## config.mk

```make
export PLATFORM = sky130hd
export DESIGN_NAME = pwm_duty_scheduler
export DESIGN_NICKNAME = d
export VERILOG_FILES = /design/src/rtl/pwm_pkg.sv /design/src/rtl/pwm_rr_arbiter.sv /design/src/rtl/pwm_duty_scheduler.sv
export SDC_FILE = /design/constraint.sdc
export NUM_CORES = 1
export LEC_CHECK = 0
export CORE_ASPECT_RATIO = 0.75
export CORE_UTILIZATION = 27
export CTS_CLUSTER_DIAMETER = 30
export DETAILED_ROUTE_END_ITERATION = 6
export PLACE_DENSITY_LB_ADDON = 0.2
export REMOVE_ABC_BUFFERS = 1
export SYNTH_ARGS = -nofsm -noshare
export SYNTH_HDL_FRONTEND = slang
export SYNTH_SLANG_ARGS = --single-unit
export TNS_END_PERCENT = 100
```

## constraint.sdc

```tcl
create_clock -name clk -period 6.5 [get_ports clk]
set_clock_uncertainty 0.05 [all_clocks]
set_input_delay 1.95 -clock clk [delete_from_list [all_inputs] [get_ports clk]]
set_output_delay 1.95 -clock clk [all_outputs]
set_load 0.01 [all_outputs]
```

## src/rtl/pwm_pkg.sv

```systemverilog
`default_nettype none
// ============================================================================
// Module   : pwm_pkg
// Purpose  : Shared defaults and types for the PWM duty scheduler.
//            Holds the default counter/duty width, the default channel count,
//            the channel-index and duty types, and the mode encoding.
// Revision : 1.0 - initial release
// ============================================================================
package pwm_pkg;

  localparam int CBITS_DEF = 14;
  localparam int NCH_DEF   = 4;
  localparam int CHB_DEF   = $clog2(NCH_DEF);

  typedef logic [CHB_DEF-1:0]   ch_idx_t;
  typedef logic [CBITS_DEF-1:0] duty_t;

  typedef enum logic [0:0] {
    DISABLED = 1'b0,
    RUN      = 1'b1
  } mode_e;

endpackage : pwm_pkg
`default_nettype wire

```

## src/rtl/pwm_rr_arbiter.sv

```systemverilog
`default_nettype none
// ============================================================================
// Module   : pwm_rr_arbiter
// Purpose  : Purely combinational round-robin arbiter. Grants the first
//            asserted request at or after the pointer (searching modulo
//            NREQ) and returns the pointer value to store for the next cycle.
// Ports    : valid    - per-requester request vector
//            ptr      - current round-robin pointer
//            grant    - one-hot grant, or zero when nothing is requested
//            ptr_next - pointer after this cycle (grant+1, or unchanged)
// Revision : 1.0 - initial release
// ============================================================================
module pwm_rr_arbiter #(
  parameter  int NREQ = 2,
  localparam int PW   = $clog2(NREQ)
) (
  input  logic [NREQ-1:0] valid,
  input  logic [PW-1:0]   ptr,
  output logic [NREQ-1:0] grant,
  output logic [PW-1:0]   ptr_next
);

  logic          found;
  logic [PW-1:0] idx;

  always_comb begin
    grant    = '0;
    ptr_next = ptr;
    found    = 1'b0;
    idx      = '0;
    for (int off = 0; off < NREQ; off++) begin
      idx = PW'((int'(ptr) + off) % NREQ);
      if (!found && valid[idx]) begin
        found     = 1'b1;
        grant[idx] = 1'b1;
        // Every grant is a transfer (ready only follows valid), so the
        // pointer always moves past the winner.
        ptr_next  = (idx == PW'(NREQ - 1)) ? '0 : idx + PW'(1);
      end
    end
  end

endmodule : pwm_rr_arbiter
`default_nettype wire

```

## src/rtl/pwm_duty_scheduler.sv

```systemverilog
`default_nettype none
// ============================================================================
// Module   : pwm_duty_scheduler
// Purpose  : Shared-timebase PWM controller. One free-running period counter
//            drives NCH compare outputs. Requesters submit duty updates via
//            valid/ready; a round-robin arbiter accepts one per cycle into a
//            per-channel shadow register, which is committed to the active
//            duty at the period boundary (or immediately while disabled).
// Ports    : clk, rst_n     - clock, asynchronous active-low reset
//            enable         - 1 runs the counter, 0 holds it at 0
//            req_valid/ch/duty - packed per-requester update requests
//            req_ready      - one-hot combinational grant
//            pwm_out        - registered PWM outputs
//            period_start   - registered pulse for count 0
//            pending        - shadow duty awaiting commit, per channel
//            cnt            - current counter value
// Revision : 1.0 - initial release
// ============================================================================
module pwm_duty_scheduler
  import pwm_pkg::*;
#(
  parameter int CBITS = CBITS_DEF,
  parameter int NCH   = NCH_DEF,
  parameter int NREQ  = 2
) (
  input  logic                          clk,
  input  logic                          rst_n,
  input  logic                          enable,
  input  logic [NREQ-1:0]               req_valid,
  input  logic [NREQ*$clog2(NCH)-1:0]   req_ch,
  input  logic [NREQ*CBITS-1:0]         req_duty,
  output logic [NREQ-1:0]               req_ready,
  output logic [NCH-1:0]                pwm_out,
  output logic                          period_start,
  output logic [NCH-1:0]                pending,
  output logic [CBITS-1:0]              cnt
);

  localparam int               CHB     = $clog2(NCH);
  localparam int               PW      = $clog2(NREQ);
  localparam logic [CBITS-1:0] CNT_MAX = '1;

  mode_e             mode_q, mode_d;
  logic [CBITS-1:0]  cnt_q, cnt_d;
  logic [NCH-1:0]    pwm_q, pwm_d;
  logic [NCH-1:0]    pending_q, pending_d;
  logic              ps_q, ps_d;
  logic [CBITS-1:0]  active_q [NCH];
  logic [CBITS-1:0]  active_d [NCH];
  logic [CBITS-1:0]  shadow_q [NCH];
  logic [CBITS-1:0]  shadow_d [NCH];
  logic [PW-1:0]     ptr_q, ptr_d;

  logic [NREQ-1:0]   grant;
  logic              xfer;
  logic [CHB-1:0]    sel_ch;
  logic [CBITS-1:0]  sel_duty;
  logic              commit;

  // --------------------------------------------------------------------------
  // Arbitration
  // --------------------------------------------------------------------------
  pwm_rr_arbiter #(
    .NREQ (NREQ)
  ) u_arb (
    .valid    (req_valid),
    .ptr      (ptr_q),
    .grant    (grant),
    .ptr_next (ptr_d)
  );

  assign req_ready = grant;

  always_comb begin
    xfer     = |grant;
    sel_ch   = '0;
    sel_duty = '0;
    for (int k = 0; k < NREQ; k++) begin
      if (grant[k]) begin
        sel_ch   = req_ch[k*CHB +: CHB];
        sel_duty = req_duty[k*CBITS +: CBITS];
      end
    end
  end

  // --------------------------------------------------------------------------
  // Mode FSM: the next mode already governs this edge, so a change of enable
  // takes effect on the same edge it is sampled.
  // --------------------------------------------------------------------------
  always_comb begin
    mode_d = mode_q;
    case (mode_q)
      DISABLED: if (enable)  mode_d = RUN;
      RUN:      if (!enable) mode_d = DISABLED;
      default:  mode_d = DISABLED;
    endcase
  end

  // --------------------------------------------------------------------------
  // Counter, compare outputs and commit strobe
  // --------------------------------------------------------------------------
  always_comb begin
    cnt_d  = '0;
    pwm_d  = '0;
    ps_d   = 1'b0;
    // While disabled, pending duties commit on every edge.
    commit = 1'b1;
    if (mode_d == RUN) begin
      cnt_d  = cnt_q + CBITS'(1);
      ps_d   = (cnt_q == '0);
      commit = (cnt_q == CNT_MAX);
      for (int i = 0; i < NCH; i++) begin
        pwm_d[i] = (cnt_q < active_q[i]);
      end
    end
  end

  // --------------------------------------------------------------------------
  // Shadow / active registers. Commit reads the pre-edge shadow; a transfer on
  // the same edge is applied afterwards so it stays pending for next period.
  // --------------------------------------------------------------------------
  always_comb begin
    for (int i = 0; i < NCH; i++) begin
      active_d[i]  = active_q[i];
      shadow_d[i]  = shadow_q[i];
      pending_d[i] = pending_q[i];
      if (commit && pending_q[i]) begin
        active_d[i]  = shadow_q[i];
        pending_d[i] = 1'b0;
      end
      if (xfer && (sel_ch == CHB'(i))) begin
        shadow_d[i]  = sel_duty;
        pending_d[i] = 1'b1;
      end
    end
  end

  always_ff @(posedge clk or negedge rst_n) begin
    if (!rst_n) begin
      mode_q    <= DISABLED;
      cnt_q     <= '0;
      pwm_q     <= '0;
      ps_q      <= 1'b0;
      pending_q <= '0;
      ptr_q     <= '0;
      for (int i = 0; i < NCH; i++) begin
        active_q[i] <= '0;
        shadow_q[i] <= '0;
      end
    end else begin
      mode_q    <= mode_d;
      cnt_q     <= cnt_d;
      pwm_q     <= pwm_d;
      ps_q      <= ps_d;
      pending_q <= pending_d;
      ptr_q     <= ptr_d;
      for (int i = 0; i < NCH; i++) begin
        active_q[i] <= active_d[i];
        shadow_q[i] <= shadow_d[i];
      end
    end
  end

  assign pwm_out      = pwm_q;
  assign period_start = ps_q;
  assign pending      = pending_q;
  assign cnt          = cnt_q;

endmodule : pwm_duty_scheduler
`default_nettype wire

```

==> results.py, run 1 <==
metrics = {
    "outcome": {
        "status": "finished, final reports clean",
    },
    "timing": {
        "finalSetupTns_ps": 0,
        "setup-violations-final": 0,
        "finalWorstSetupSlack_ps": 1170,
        "hold_ws_ps": 451,
        "rsz0062_at_grt": "false",
        "max_freq_ghz": 0.188,
        "finalMaxSlewViolations": 0,
        "worstMarginPinSlew_ps": 1270,
        "min_period_ps": 5330,
        "finalCritPeriodShare": 0.819,
        "max-slew-margin-rel": 0.152,
        "hold_viol_final": 0,
    },
    "yosys": {
        "yosysUniqueCellTypes": 49,
        "syn_avg_cell_area_sq_um": 12.4,
        "yosys_warnings": 0,
        "synth_largest_area_cell": "dfrtp_1",
        "synth_common_cells": "dfrtp_1 (136), mux2_2 (95), inv_1 (65), ha_1 (54), a21oi_1 (23)",
        "synth_area_leaders": "dfrtp_1 (50%), mux2_2 (16%), ha_1 (9.9%)",
        "async_flop_share": 1.00,
        "synth_edf_count": 0,
        "synth_seq_area_share": 0.498,
        "postSynthCellCount": 551,
        "ys_ff_latch": 136,
        "netlist.area_leader.share": 0.498,
        "synthMostInstantiatedCell": "dfrtp_1",
        "synthFlopType": "dfrtp_1",
        "syn_area_sq_um": 6840,
    },
    "die": {
        "die_w_um": 186,
        "start_util": 0.275,
        "core_area_sq_um": 24900,
        "dieArea_sq_um": 26000,
        "die_height_um": 140,
        "row_count": 50,
        "ios": 62,
    },
    "route": {
        "drc_errors": 0,
        "drt_iter0_markers": 173,
        "drt_pass1_iterations": 4,
        "ant_nets": 0,
        "routed_via_density": 4.52,
        "vias": 4404,
        "wirelength_um": 16800,
        "wl_per_cell_um": 17.3,
    },
    "final_layout": {
        "fin_cells": 974,
        "finalNetCount": 714,
        "antenna_cells": 0,
        "n_fill_cell": 2528,
        "syn2layout_area_growth_pct": 24.6,
        "drive_gt1_frac": 0.256,
        "design_area_sq_um": 8520,
    },
    "place": {
        "hpwlAfterDp_um": 11700,
        "dp_cells": 942,
        "gp_congestion": 0.736,
        "place_ws_ps": 1160,
        "place_area_sq_um": 7830,
        "port_buffers": 61,
    },
    "worst_setup_path": {
        "cp.required_ps": 4500,
        "end_kind": "output pin",
        "startpoint_type": "input port",
        "cp_max_fo": 7,
        "crit_arrival_ps": 3330,
        "worstSetupPathType": "input port to output pin",
    },
    "global_route": {
        "antenna_found_initial": 0,
        "grt_pass1_vias": 4554,
        "globalRouteTotalUtil": 0.141,
        "grt_pass1_wl_um": 26600,
        "grt.overflow.total": 0,
        "grt_start_max_net_pins": 96,
    },
    "clock_tree": {
        "cts_resized": 0,
        "htree_levels": 4,
        "clkSlewWorstSetupHoldPaths_ps": 50,
        "cts_buffer_depth": 2,
        "cts_tree": "built",
        "cts_sinks": 136,
        "hold_buffers": 0,
        "clock_latency_ps": 420,
        "postCtsSetupRepairBufs": 0,
        "cts_buffers": 17,
        "cts_root_buffer": "clkbuf_16",
    },
    "power": {
        "p_sw_frac": 0.273,
        "powerDensity_nw_per_um2": 367,
        "p_int_mw": 2.27,
        "p_leak_nw": 4.01,
        "p_clk_frac": 0.357,
        "combPwrFrac": 0.239,
        "power_frac_seq": 0.404,
        "p_switching_uw": 852,
        "ir_worst_vdd_uv": 176,
    },
    "flow_run": {
        "maxCapViolations": 0,
    },
    "min_path": {
        "hold_path_class": "flip-flop to flip-flop",
    },
}
final timing paths:
kind                                     startpoint                  endpoint  slack [ps]  cells past startpoint
min                        active_q[29]$_DFFE_PN0P_  active_q[29]$_DFFE_PN0P_         450                      1
min in group asynchronous                     rst_n          cnt[3]$_DFF_PN0_        1560                      1
max in group asynchronous                     rst_n   active_q[6]$_DFFE_PN0P_        3710                      2
max                                    req_valid[1]              req_ready[1]        1170                      3
min reg2reg                active_q[29]$_DFFE_PN0P_  active_q[29]$_DFFE_PN0P_         450                      1
max reg2reg                        cnt[1]$_DFF_PN0_  active_q[40]$_DFFE_PN0P_        3770                      5
placed cells by master, fill, tap and decap left out, types with 4 or more instances in the layout:
cell type        count
a22o_1              14
nand4_1              7
mux2_2              95
inv_1               65
xor2_1               5
ha_1                54
o21a_1               4
o21ai_0             10
a21o_1               9
a21oi_1             21
nand2_1             19
clkdlybuf4s50_1     60
bufinv_16            6
nand2_2              4
nor4_1               4
dfrtp_1            136
clkbuf_16           17
nand3_1              9
buf_4                5
xnor2_1              5
mux2_4              17
nor2_1              18
cell type report:
| cell class | count | area (sq um) | share of cell area |
|---|---|---|---|
| tap | 338 | 423 | 0.0497 |
| timing repair buffer | 66 | 649 | 0.0763 |
| multi-input combinational | 337 | 3110 | 0.365 |
| sequential | 136 | 3400 | 0.400 |
| clock buffer | 20 | 467 | 0.0548 |
| inverter | 65 | 244 | 0.0287 |
| clock inverter | 12 | 220 | 0.0259 |
cells by family after synthesis:
| group | after synthesis | share of synthesized area |
|---|---|---|
| flops | 136 | 0.498 |
| mux | 112 | 0.194 |
| compound gates | 81 | 0.0859 |
| simple gates | 80 | 0.0624 |
| buf+inv | 78 | 0.0483 |
| fa+ha+maj | 54 | 0.0988 |
| xor+xnor | 10 | 0.0128 |
worst max-delay path, stage by stage:
cell and delay (ps):
clkdlybuf4s50_1 600, and2_1 220, clkdlybuf4s50_1 560
sequential cells by signal, summed over array words and instances, names as in the netlist:
name	flops
active_q	56
cnt	14
shadow_q	56
pwm_out	4
pending	4
period_start	1
ptr_q	1
through the flow:
stage          total power, mW  utilization
3_5_place_dp              2.03        0.314
4_1_cts                   3.17        0.342
6_report                  3.12        0.342
3_3_place_gp              2.00        0.314
2_1_floorplan             1.76            -
5_1_grt                   3.33        0.342
metal layers:
layer / vias to the layer above / GRT usage / wire (um)
met3: 14 / 0.0353 / 799
met5: - / 0 / 0
met2: 84 / 0.197 / 7030
met4: 0 / 0.0384 / 207
met1: 2202 / 0.211 / 8780
li1: 2104 / - / -
power groups by stage:
| stage | sequential (mW) | combinational (mW) | clock [mW] |
|---|---|---|---|
| 2_1_floorplan | 1.23 | 0.537 | 0 |
| 3_3_place_gp | 1.27 | 0.734 | 0 |
| 3_5_place_dp | 1.28 | 0.757 | 0 |
| 4_1_cts | 1.26 | 0.763 | 1.14 |
| 5_1_grt | 1.30 | 0.844 | 1.18 |
| 6_report | 1.26 | 0.746 | 1.12 |
No activity file was read; power rests on OpenSTA's default activity.
==> run 2, diff against run 1 <==
clock period = 5.2 ns   (was 6.5 ns; I/O delays follow)
==> run 2 against run 1 <==
Compared with the run above: first-iteration DRC count is 13% higher; count of clock-buffer cells in the layout is 1 lower; worst setup slack worse by 530 ps; sequential power is 25% higher; register-to-register slack worse by 1200 ps; critical path type unchanged; largest cell class unchanged; via count is 0.43% higher; core utilization is 0.24 points lower; largest power group unchanged; clock power is 13% higher; hold slack worse by 2.2 ps; design area is 0.71% lower; sequential share of layout area is 0.28 points higher; combinational power is 25% higher.
==> results.py, run 2 (synthesis results as in run 1) <==
metrics = {
    "outcome": {
        "status": "finished, final reports clean",
    },
    "global_route": {
        "grt_start_max_net_pins": 91,
        "globalRouteTotalUtil": 0.142,
        "antenna_found_initial": 0,
        "grt_pass1_vias": 4641,
        "grt.overflow.total": 0,
        "grt_pass1_wl_um": 27000,
    },
    "timing": {
        "finalCritPeriodShare": 0.875,
        "max-slew-margin-rel": 0.430,
        "worstMarginPinSlew_ps": 855,
        "min_period_ps": 4550,
        "finalMaxSlewViolations": 0,
        "finalWorstSetupSlack_ps": 649,
        "rsz0062_at_grt": "false",
        "hold_viol_final": 0,
        "setup-violations-final": 0,
        "finalSetupTns_ps": 0,
        "max_freq_ghz": 0.220,
    },
    "power": {
        "p_leak_nw": 3.99,
        "ir_worst_vdd_uv": 250,
        "total_power_mw": 3.77,
        "powerDensity_nw_per_um2": 446,
    },
    "place": {
        "gp_congestion": 0.771,
        "hpwlAfterDp_um": 11800,
        "dp_cells": 944,
        "place_ws_ps": 645,
        "port_buffers": 61,
    },
    "worst_setup_path": {
        "cpMaxStageDelayCell": "clkdlybuf4s50_1",
        "startpoint_type": "input port",
        "path_cells": "clkdlybuf4s50_1 -> and2_1 -> clkdlybuf4s50_1",
        "worstSetupPathType": "input port to output pin",
        "end_kind": "output pin",
        "cp_max_fo": 7,
        "reg2reg_to": "active_q[5]$_DFFE_PN0P_",
        "cp.required_ps": 3590,
        "cp_num_buf_inv": 2,
        "rr_worst_depth": 5,
        "r2r_slack_ps": 2530,
        "cp_slowest_stage_delay_ps": 600,
        "crit_family": "buffers and inverters",
        "crit_arrival_ps": 2940,
        "cpMostUsedCell": "clkdlybuf4s50_1",
        "r2r-start": "cnt[1]$_DFF_PN0_",
    },
    "clock_tree": {
        "postCtsSetupRepairBufs": 0,
        "cts_sinks": 136,
        "cts_tree": "built",
        "cts_buffers": 17,
        "clkSlewWorstSetupHoldPaths_ps": 60,
        "clock_latency_ps": 430,
        "cts_resized": 0,
        "cts_buffer_depth": 2,
        "cts_root_buffer": "clkbuf_16",
        "htree_levels": 4,
        "hold_buffers": 0,
    },
    "final_layout": {
        "fin_cells": 976,
        "syn2layout_area_growth_pct": 23.7,
        "n_fill_cell": 2537,
        "antenna_cells": 0,
        "layout_common_cells": "dfrtp_1 (136), mux2_2 (95), inv_1 (65)",
        "finalNetCount": 716,
        "drive_gt1_frac": 0.257,
        "final_common_cell": "dfrtp_1",
    },
    "route": {
        "ant_nets": 0,
        "vias": 4423,
        "routed_via_density": 4.53,
        "drt_pass1_iterations": 4,
        "wirelength_um": 17000,
        "drc_errors": 0,
        "wl_per_cell_um": 17.4,
        "drt_iter0_markers": 195,
    },
    "min_path": {
        "holdPathStages": 1,
        "hp-start": "shadow_q[15]$_DFFE_PN0P_",
        "min_delay_worst_endpoint": "active_q[15]$_DFFE_PN0P_",
        "hold_path_class": "flip-flop to flip-flop",
    },
    "die": {
        "row_count": 50,
        "die_height_um": 140,
        "start_util": 0.275,
        "dieArea_sq_um": 26000,
        "ios": 62,
        "core_area_sq_um": 24900,
        "die_w_um": 186,
    },
    "flow_run": {
        "maxCapViolations": 0,
    },
}
run 2: cell types whose count changed in the layout (fill, tap and decap cells not counted), sizes merged:
cell    delta
clkbuf     -1
inv        +3
bufinv     -3
clkinv     +1
buf        +2
run 2: stage by stage:
step / hold WS (ps) / cell area [sq um] / utilization
floorplan: 421 / 6750 / -
global placement: 432 / 7840 / 0.315
detailed placement: 440 / 7840 / 0.315
CTS: 454 / 8460 / 0.340
global route: 459 / 8460 / 0.340
finish: 449 / 8460 / 0.340
run 2: layout make-up:
| class | count | area (sq um) | share of cell area |
|---|---|---|---|
| multi-input cells | 337 | 3110 | 0.368 |
| well taps | 338 | 423 | 0.0500 |
| flip-flops and latches | 136 | 3400 | 0.402 |
| clock buffers | 19 | 443 | 0.0524 |
| inverters | 65 | 244 | 0.0289 |
| repair buffers | 68 | 664 | 0.0786 |
| clock inverters | 13 | 169 | 0.0200 |
run 2: how the worst max path moves through the flow:
stage	from	to	slack (ps)	cells past startpoint
global placement	req_valid[1]	req_ready[1]	640	3
global route	req_valid[1]	req_ready[1]	570	3
floorplan	req_valid[0]	req_ready[1]	1490	2
detailed placement	req_valid[1]	req_ready[1]	640	3
finish	req_valid[1]	req_ready[1]	650	3
CTS	req_valid[1]	req_ready[1]	630	3
run 2: where the power goes:
group	internal [mW]	leakage, nW	total (mW)	switching (mW)
combinational	0.510	1.97	0.931	0.422
clock	0.772	0.298	1.26	0.487
sequential	1.39	1.72	1.58	0.191
run 2: worst register-to-register path, cell delays in order (launching register included):
cell and delay (ps):
dfrtp_1 600, ha_1 330, nand4_4 170, o41ai_4 540, nand2_2 440, mux2_4 430
run 2: layer usage:
metal,share of wire,GRT usage,vias to the layer above
met5,0,0,-
met4,0.013,0.0475,0
met3,0.031,0.0296,16
met2,0.43,0.207,63
met1,0.53,0.208,2244
li1,-,-,2100
==> run 3, diff against run 2 <==
PLACE_DENSITY_LB_ADDON = 0.1   (was 0.2)
==> run 3 against run 2 <==
Compared with the run above: the flow now finishes with violations (design-rule violations); power fell by 0.92%; sequential power is essentially flat; worst setup slack got worse by 1.1 ps; hold slack improved by 1.2 ps; routed wire length grew 4.1%; global-route usage grew 0.53 points; core utilization fell by 0.065 points; largest cell class unchanged.
==> results.py, run 3 (synthesis results as in run 1) <==
metrics = {
    "outcome": {
        "status": "complete, but fails checks",
        "violations": "design-rule violations",
    },
    "timing": {
        "finalMaxSlewViolations": 0,
        "max_freq_ghz": 0.220,
        "max-slew-margin-rel": 0.511,
        "rsz0062_at_grt": "false",
        "finalCritPeriodShare": 0.875,
        "hold_ws_ps": 450,
        "worstMarginPinSlew_ps": 734,
        "min_period_ps": 4550,
        "setup-violations-final": 0,
        "hold_viol_final": 0,
        "finalSetupTns_ps": 0,
    },
    "flow_run": {
        "maxCapViolations": 0,
    },
    "global_route": {
        "grt_start_max_net_pins": 77,
        "antenna_found_initial": 0,
        "grt_pass1_wl_um": 27800,
        "grt.overflow.total": 0,
        "grt_pass1_vias": 4614,
        "globalRouteTotalUtil": 0.147,
    },
    "place": {
        "hpwlAfterDp_um": 12300,
        "port_buffers": 61,
        "gp_congestion": 0.741,
    },
    "clock_tree": {
        "hold_buffers": 0,
        "cts_tree": "built",
        "cts_buffer_depth": 2,
        "cts_buffers": 17,
        "htree_levels": 4,
        "cts_resized": 0,
        "cts_sinks": 136,
        "clkSlewWorstSetupHoldPaths_ps": 60,
        "clock_latency_ps": 420,
        "cts_root_buffer": "clkbuf_16",
        "postCtsSetupRepairBufs": 0,
    },
    "route": {
        "drt_pass1_iterations": 6,
        "wirelength_um": 17700,
        "wl_per_cell_um": 18.1,
        "drt_iter0_markers": 191,
        "vias": 4440,
        "drc_errors": 2,
        "ant_nets": 0,
        "routed_via_density": 4.55,
    },
    "worst_setup_path": {
        "path_cells": "clkdlybuf4s50_1 -> and2_1 -> clkdlybuf4s50_1",
        "crit_arrival_ps": 2940,
        "cp_max_fo": 7,
        "cpMaxStageDelayCell": "clkdlybuf4s50_1",
        "startpoint_type": "input port",
        "cp.required_ps": 3590,
        "cp_slowest_stage_delay_ps": 590,
        "cpMostUsedCell": "clkdlybuf4s50_1",
        "worstSetupPathType": "input port to output pin",
        "end_kind": "output pin",
        "r2r_slack_ps": 2470,
    },
    "final_layout": {
        "syn2layout_area_growth_pct": 23.5,
        "finalNetCount": 716,
        "drive_gt1_frac": 0.254,
        "layout_common_cells": "dfrtp_1 (136), mux2_2 (95), inv_1 (65)",
        "final_common_cell": "dfrtp_1",
        "antenna_cells": 0,
        "n_fill_cell": 2562,
    },
    "min_path": {
        "hold_path_class": "flip-flop to flip-flop",
    },
    "die": {
        "dieArea_sq_um": 26000,
        "row_count": 50,
        "die_height_um": 140,
        "core_area_sq_um": 24900,
        "ios": 62,
        "start_util": 0.275,
        "die_w_um": 186,
    },
    "power": {
        "ir_worst_vdd_uv": 236,
        "total_power_mw": 3.74,
        "p_leak_nw": 3.98,
        "powerDensity_nw_per_um2": 443,
    },
}
-- run 3: layout make-up --
| cell class | count | area (sq um) | area share |
|---|---|---|---|
| Multi-Input combinational cell | 337 | 3110 | 0.368 |
| Clock inverter | 7 | 90.1 | 0.0107 |
| Clock buffer | 25 | 505 | 0.0599 |
| Inverter | 65 | 244 | 0.0289 |
| Tap cell | 338 | 423 | 0.0501 |
| Timing Repair Buffer | 68 | 664 | 0.0787 |
| Sequential cell | 136 | 3400 | 0.403 |
-- run 3: routing by layer --
layer	track usage	wire, um
met1	0.217	9330
met2	0.214	7550
met3	0.0319	589
met4	0.0440	240
met5	0	0
-- run 3: through the flow --
| step | setup WS [ps] | std cells | area, sq um | utilization |
|---|---|---|---|---|
| final | 648 | 976 | 8440 | 0.339 |
| after global routing | 569 | 976 | 8440 | 0.339 |
| after CTS | 624 | 976 | 8440 | 0.339 |
| after detailed placement | 637 | 944 | 7840 | 0.315 |
| after global placement | 626 | 944 | 7840 | 0.315 |
| after floorplan | 1490 | 538 | 6750 | - |
-- run 3: final timing paths --
kind / startpoint / end / cells after the start
setup / recovery: req_valid[1] / req_ready[1] / 3
hold / removal: shadow_q[47]$_DFFE_PN0P_ / shadow_q[47]$_DFFE_PN0P_ / 1
setup reg to reg: cnt[4]$_DFF_PN0_ / active_q[33]$_DFFE_PN0P_ / 4
hold reg to reg: shadow_q[47]$_DFFE_PN0P_ / shadow_q[47]$_DFFE_PN0P_ / 1
max in group asynchronous: rst_n / active_q[50]$_DFFE_PN0P_ / 2
min in group asynchronous: rst_n / cnt[4]$_DFF_PN0_ / 1
-- run 3: power breakdown --
| part | leakage (nW) | internal [mW] | switching [mW] |
|---|---|---|---|
| combinational | 1.97 | 0.510 | 0.429 |
| sequential | 1.72 | 1.39 | 0.191 |
| clock | 0.289 | 0.767 | 0.450 |
| total | 3.98 | 2.67 | 1.07 |
-- run 3: critical path, delay by kind of cell --
kind / cells / cell delay (ps)
buffers and inverters: 2 / 1150
and+or+nand+nor: 1 / 230
